File: config.mk
export PLATFORM = sky130hd
export DESIGN_NAME = tcm_port_arbiter
export DESIGN_NICKNAME = d
export VERILOG_FILES = /design/src/rtl/tcm_port_arbiter.sv
export SDC_FILE = /design/constraint.sdc
export NUM_CORES = 1
export LEC_CHECK = 0
export ABC_AREA = 1
export CAP_MARGIN = 10
export CELL_PAD_IN_SITES_DETAIL_PLACEMENT = 0
export CELL_PAD_IN_SITES_GLOBAL_PLACEMENT = 2
export CORE_MARGIN = 3
export CORE_UTILIZATION = 11
export DETAILED_ROUTE_END_ITERATION = 10
export GPL_TIMING_DRIVEN = 0
export PLACE_DENSITY = 0.87
export SLEW_MARGIN = 5
export SYNTH_ARGS = -nofsm -noshare
export SYNTH_HDL_FRONTEND = slang
export SYNTH_SLANG_ARGS = --single-unit
export TNS_END_PERCENT = 20
File: constraint.sdc
create_clock -name clk -period 2.1 [get_ports clk]
set_input_delay 0.21 -clock clk [delete_from_list [all_inputs] [get_ports clk]]
set_output_delay 0.21 -clock clk [all_outputs]
set_load 0.005 [all_outputs]
File: src/rtl/tcm_port_arbiter.sv
// Arbitrates the single TCM read/write port between the core load/store path and the debug loader.
// Define ARB_ROUND_ROBIN_EN for round-robin contention; fixed core priority otherwise.
module tcm_port_arbiter #(
  parameter int ADDR_W   = 12,
  parameter int DATA_W   = 32,
  parameter int LOCK_MAX = 4095
) (
  input  logic              clk,
  input  logic              cpu_rst,
  input  logic              core_req,
  input  logic              core_we,
  input  logic [ADDR_W-1:0] core_addr,
  input  logic [DATA_W-1:0] core_wdata,
  output logic              core_gnt,
  output logic              core_rvalid,
  output logic [DATA_W-1:0] core_rdata,
  output logic              core_stall,
  input  logic              dbg_req,
  input  logic              dbg_we,
  input  logic [ADDR_W-1:0] dbg_addr,
  input  logic [DATA_W-1:0] dbg_wdata,
  input  logic              dbg_lock,
  output logic              dbg_gnt,
  output logic              dbg_rvalid,
  output logic [DATA_W-1:0] dbg_rdata,
  output logic              mem_en,
  output logic              mem_we,
  output logic [ADDR_W-1:0] mem_addr,
  output logic [DATA_W-1:0] mem_wdata,
  input  logic [DATA_W-1:0] mem_rdata
);

  typedef enum logic [1:0] {IDLE, SHARED, LOCKED} state_t;
  typedef enum logic [1:0] {OWN_NONE, OWN_CORE, OWN_DBG} owner_t;

  localparam logic [11:0] LOCK_LAST = (LOCK_MAX == 0) ? 12'd0 : 12'(LOCK_MAX - 1);

  state_t      state;
  owner_t      rd_owner;
  logic [11:0] lock_cnt;
  logic        rel_hold;
  logic        core_win;
  logic        dbg_win;
  logic        lock_at_max;
`ifdef ARB_ROUND_ROBIN_EN
  logic        rr_last_dbg;
`endif

  assign lock_at_max = (LOCK_MAX != 0) && (lock_cnt == LOCK_LAST);

  // Grant stage: winner selection is combinational so core_gnt lands in the request cycle
  always_comb begin
    core_win = 1'b0;
    dbg_win  = 1'b0;
    if (cpu_rst) begin
      if (state == LOCKED) begin
        dbg_win = dbg_req;
      end else if (core_req && dbg_req) begin
`ifdef ARB_ROUND_ROBIN_EN
        core_win = rel_hold | rr_last_dbg;
`else
        core_win = 1'b1;
`endif
        dbg_win = ~core_win;
      end else begin
        core_win = core_req;
        dbg_win  = dbg_req;
      end
    end
  end

  assign core_gnt   = core_win;
  assign dbg_gnt    = dbg_win;
  assign core_stall = cpu_rst & core_req & ~core_win;
  assign mem_en     = core_win | dbg_win;

  always_comb begin
    mem_we    = 1'b0;
    mem_addr  = '0;
    mem_wdata = '0;
    if (core_win) begin
      mem_we    = core_we;
      mem_addr  = core_addr;
      mem_wdata = core_wdata;
    end else if (dbg_win) begin
      mem_we    = dbg_we;
      mem_addr  = dbg_addr;
      mem_wdata = dbg_wdata;
    end
  end

  // Response stage: read data returns one cycle after the grant, steered by rd_owner
  assign core_rvalid = (rd_owner == OWN_CORE);
  assign dbg_rvalid  = (rd_owner == OWN_DBG);
  assign core_rdata  = cpu_rst ? mem_rdata : '0;
  assign dbg_rdata   = cpu_rst ? mem_rdata : '0;

  always_ff @(posedge clk or negedge cpu_rst) begin
    if (!cpu_rst) begin
      state    <= IDLE;
      rd_owner <= OWN_NONE;
      lock_cnt <= '0;
      rel_hold <= 1'b0;
`ifdef ARB_ROUND_ROBIN_EN
      rr_last_dbg <= 1'b1;
`endif
    end else begin
      if (core_win && !core_we)     rd_owner <= OWN_CORE;
      else if (dbg_win && !dbg_we)  rd_owner <= OWN_DBG;
      else                          rd_owner <= OWN_NONE;

      rel_hold <= 1'b0;
`ifdef ARB_ROUND_ROBIN_EN
      if (state != LOCKED && core_req && dbg_req) rr_last_dbg <= dbg_win;
`endif

      case (state)
        IDLE, SHARED: begin
          // Just after a forced release the loader may not re-lock, giving the core one slot
          if (dbg_win && dbg_lock && !rel_hold) state <= LOCKED;
          else if (core_req || dbg_req)         state <= SHARED;
          else if (rd_owner == OWN_NONE)        state <= IDLE;
        end
        LOCKED: begin
          if (!dbg_lock || lock_at_max) begin
            state    <= SHARED;
            lock_cnt <= '0;
            rel_hold <= dbg_lock;
          end else if (lock_cnt != 12'hFFF) begin
            lock_cnt <= lock_cnt + 12'd1;
          end
        end
        default: state <= IDLE;
      endcase
    end
  end

endmodule

## Yosys cells after proc, flatten, opt, wreduce, memory -nomap -nowiden

Cells that the tools add are included.

| cells by class | value |
|---|---|
| reductions and logical operators | 17 |
| bitwise operators | 4 |
| $add $sub $neg | 1 |
| equal/unequal tests | 8 |
| multiplexer cells | 24 |

Operators by type and width:

| cell | number |
|---|---|
| $mux W32 | 3 |
| $mux W12 | 4 |
| $add A12 B1 Y12 const B | 1 |
| $eq A12 B12 Y1 const B | 1 |
| $mux W2 | 6 |
| $ne A12 B12 Y1 const B | 1 |
| $mux W1 | 10 |
| $logic_and A1 B1 Y1 | 5 |
| $eq A2 B1 Y1 const B | 2 |
| $eq A2 B2 Y1 const B | 2 |
| $logic_not A1 Y1 | 4 |
| $logic_not A2 Y1 | 2 |
| $ne A4 B4 Y1 const B | 1 |
| $pmux W2 S2 | 1 |
| $reduce_and A2 Y1 | 2 |
| $and A1 B1 Y1 | 2 |
| $logic_or A1 B1 Y1 | 2 |
| $ne A2 B1 Y1 const B | 1 |
| $reduce_bool A2 Y1 | 1 |
| $reduce_or A2 Y1 | 1 |
| $not A1 Y1 | 1 |
| $or A1 B1 Y1 | 1 |

| storage, ports and cells | value |
|---|---|
| output and inout port bits | 115 |
| bits of input ports | 127 |
| flip-flop bits (word level) | 17 |
| word-level logic and storage cells | 58 |

## Longest topological paths before layout

| depth | value |
|---|---|
| word-level depth | 8 |
| depth in mapped cells | 10 |
| gate-level depth less buffers | 10 |

## Least setup slack after synthesis

No wires, ideal clock.

| path | value |
|---|---|
| path kind | register to register |
| start point | register lock_cnt[0] |
| end point | register lock_cnt[5] |
| path slack | 0.658 ns |
| path buffers | 0 |
| period minus slack after synthesis | 1.442 ns |
| cell stages (with the launch flop) | 9 |
| required time | 1.983 ns |
| arrival time | 1.326 ns |
| path through | dfrtp_1 -> ha_1 -> inv_2 -> nor2_1 -> nand3_2 -> nand2_4 -> nand2_2 -> nand2_1 -> nand2_1 |

| between the ends | value |
|---|---|
| longest elaborated chain between the ends | 4 |
| elaborated cells on any way between the ends | 8 |
| those cells by class | 1 x add/sub; 2 x eq/ne; 2 x mux; 3 x reduce/logical |

RTL lines:

| item | RTL line | RTL |
|---|---|---|
| start: declaration | 40 | `logic [11:0] lock_cnt;` |
| start signal: assignment | 130 | `lock_cnt <= lock_cnt + 12'd1;` |
| branches (longest 4 deep; another with $add A12 B1 Y12) | -- |  |

Several ways; the timed one is not identified. The select of a mux whose other input is x is not followed.
A chain may end at the register's enable or synchronous reset.

## Final worst setup path

| path | value |
|---|---|
| start point | register state[0] |
| end point | output mem_wdata[10] |

| between the ends | value |
|---|---|
| longest elaborated chain between the ends | 5 |
| elaborated cells on any way between the ends | 7 |
| those cells by class | 1 x eq/ne; 6 x mux |

RTL lines:

| item | RTL line | RTL |
|---|---|---|
| start: declaration | 38 | `state_t state;` |
| start signal: assignment | 100 | `state <= IDLE;` |
| start signal: assignment | 120 | `if (dbg_win && dbg_lock && !rel_hold) state <= LOCKED;` |
| start signal: assignment | 121 | `else if (core_req \|\| dbg_req) state <= SHARED;` |
| $eq A2 B2 Y1 * | 56 | `if (state == LOCKED) begin` |
| $mux W1 | 56 |  |
| $mux W1 | 55 | `if (cpu_rst) begin` |
| $mux W32 | 85 | `end else if (dbg_win) begin` |
| $mux W32 * | 81 | `if (core_win) begin` |
| end: declaration | 29 | `output logic [DATA_W-1:0] mem_wdata,` |

Mark *: on every way between the ends. The rest lies on a longest branch, timed or not.

==> metrics.csv <==
metric,value,unit
wire_per_inst,14.3,um
dpl.hpwl,9470,um
synth_cells,308,
start_kind,register,
synth.top_cells.by_area,"dfrtp_1, a22o_1, nand2_1, buf_4, inv_1",
synthAdderAreaFrac,1.23,%
clock_latency,0.25,ns
fin_worst_skew,0.00105,ns
drtPass1Iterations,4,
grt_overflow,0,
wl,11300,um
synth.top_cell.area_share,21.0,%
vdd_ir_drop_max,265,uV
multi_input_area,1110,um2
numPortBuffers,241,
yosys.area.top_type,dfrtp_1,
grt_max_degree,18,
pwr-share-comb,50.6,%
powerDensity,308,nW/um2
tightestPinTransition,0.822,ns
period_needed,2.07,ns
core,18000,um2
maxCapViolations,0,
dp.cells,778,
fillCellCount,1959,
swShare,27.0,%
post-route-period-util,98.6,%
ioPinCount,242,
netlist_area,2030,um2
p_total,1.51,mW
path_clk_slew,0.05,ns
worstPathMaxFanout,10,
vias,2894,
rows,49,
synth.mux.area_fraction,0,%
cts_buffers,3,
top_layer,met4,
die_w,142,um
cts-root-buf,clkbuf_16,
cts_tree,yes,
clkPwrFrac,25.7,%
drt_iter0_drc,96,
drive_above_1_share,13.2,%
crit_type,register to output port,
syn2layout_area_growth,142,%
slew_headroom,45.0,%
via_per_inst,3.66,
slew_violations,0,
syn_nets,437,
finalHoldViolations,0,
cp-end-kind,output port,
antenna_cells,0,
dieArea,20100,um2
synth_xor_area_share,1.73,%
gp_congestion,0.800,
wl_met2,5520,um
setup_tns,0,ns
antenna_found_initial,0,
p_sw,0.409,mW
synth_cell_types,24,
grt_pass1_wl,16800,um
setup-violations-final,0,
synthSimpleGateAreaFrac,29.9,%
regToRegSetupSlack,0.35,ns
rsz0062_at_grt,yes,
htreeDepth,1,
status,finished clean,
synth.avg_cell_area,6.59,um2
ys_seq_area_share,21.0,%
met3_length,1010,um
p_int,1.10,mW
drt-met1-wl,4710,um
fin_cells,791,
clock-sinks,17,
hold_class,register to register,
drt.antenna.violating_nets,0,
clock_path_buffers,2,
synth_seq_cells,17,
fmax,483,MHz
worst_ep_required_time,1.89,ns
crit_arrival,1.86,ns
synth-compound-area-share,20.9,%
pwr-share-seq,23.7,%
die_y,142,um
drc_errors,0,
grt_pass1_vias,2866,
yosysWarnings,0,
grt_use_total,10.4,%
synth_top_family_by_area,simple AND/OR/NAND/NOR gates,
initial_utilization,11.3,%
p_leak,2.44,nW
final_nets,692,
register_area,425,um2
==> cell families (layout without fill, tap and decap cells) <==
kind of cell	after synthesis	count (layout)
simple gates	136	136
compound gates	51	51
xor+xnor	4	4
flops	17	17
buf+inv	98	352
fa+ha+maj	2	2
==> registers in the layout (all words and copies together) (netlist names) <==
register	cells
lock_cnt	12
rel_hold	1
rd_owner	2
state	2
==> final cells by class <==
cell class | instances | area share, %
Buffer | 46 | 7.29
Sequential cell | 17 | 8.67
Clock buffer | 3 | 1.53
Clock inverter | 1 | 0.102
Timing Repair Buffer | 250 | 50.1
Multi-Input combinational cell | 193 | 22.5
Tap cell | 229 | 5.84
Inverter | 52 | 3.98
==> repair_timing <==
| action | in CTS | in global routing |
|---|---|---|
| endpoints found under the setup margin | 117 | 13 |
| buffers inserted | 8 | 0 |
| hold buffers | 1 | 0 |
| resized for setup | 57 | 7 |
| endpoints found under the hold margin | 17 | 0 |
| pin swaps | 2 | 1 |
==> synthesized netlist by cell type, drive strengths merged <==
master and number:
nand3 17, a22o 44, inv 51, ha 2, buf 46, nand2 80, xor2 4, clkinv 1
a21oi 4, nand4 9, dfrtp 17, o21ai 3, nor2 30
==> critical path: stages, from the launching register on <==
cell and delay (ns):
dfrtp_1 0.37, inv_1 0.09, nand2_4 0.08, nand2_1 0.11, nor2_4 0.05, buf_4 0.14, buf_8 0.14, a22o_1 0.20
clkdlybuf4s50_1 0.44
==> placed cells by master, fill, tap and decap left out, drive strengths merged, types with 2 or more instances in the layout <==
cell type	synthesis	final
clkdlybuf4s50	0	201
nand2	80	80
buf	46	54
inv	51	51
a22o	44	44
dlygate4sd2	0	34
nor2	30	30
dfrtp	17	17
nand3	17	17
nand4	9	9
dlymetal6s2s	0	5
xor2	4	4
a21oi	4	4
clkbuf	0	4
o21ai	3	3
ha	2	2
clkinv	1	2
==> worst paths after layout <==
kind | to | cells past startpoint | startpoint
hold / removal | lock_cnt[11]$_DFFE_PN0P_ | 2 | lock_cnt[11]$_DFFE_PN0P_
setup / recovery | mem_wdata[10] | 8 | state[0]$_DFFE_PN0P_
max in group asynchronous | lock_cnt[11]$_DFFE_PN0P_ | 2 | cpu_rst
min in group asynchronous | lock_cnt[5]$_DFFE_PN0P_ | 2 | cpu_rst
setup reg to reg | lock_cnt[4]$_DFFE_PN0P_ | 8 | lock_cnt[0]$_DFFE_PN0P_
hold reg to reg | lock_cnt[11]$_DFFE_PN0P_ | 2 | lock_cnt[11]$_DFFE_PN0P_
==> per-stage QoR <==
step	util (%)	hold slack [ns]	instance area, um2	setup slack [ns]
floorplan	-	-0.0856	2030	0.658
global placement	26.2	0.510	4730	-1.28
detailed placement	26.2	0.531	4730	-1.30
CTS	27.1	0.542	4890	-0.0222
global route	27.2	0.560	4910	-0.0673
finish	27.2	0.533	4910	0.0285
==> metal layers <==
layer  GRT usage (%)  vias to the layer above
met5               0                        -
met1            13.4                     1297
li1                -                     1470
met2            18.1                      121
met3            2.70                        6
met4            1.06                        0
==> power by group through the flow <==
stage	clock [mW]	combinational (mW)	sequential, mW
floorplan	0	0.228	0.361
global placement	0	0.780	0.365
detailed placement	0	0.777	0.364
CTS	0.397	0.778	0.359
global route	0.411	0.825	0.362
finish	0.388	0.765	0.359
Power figures use the tool's default switching activity.
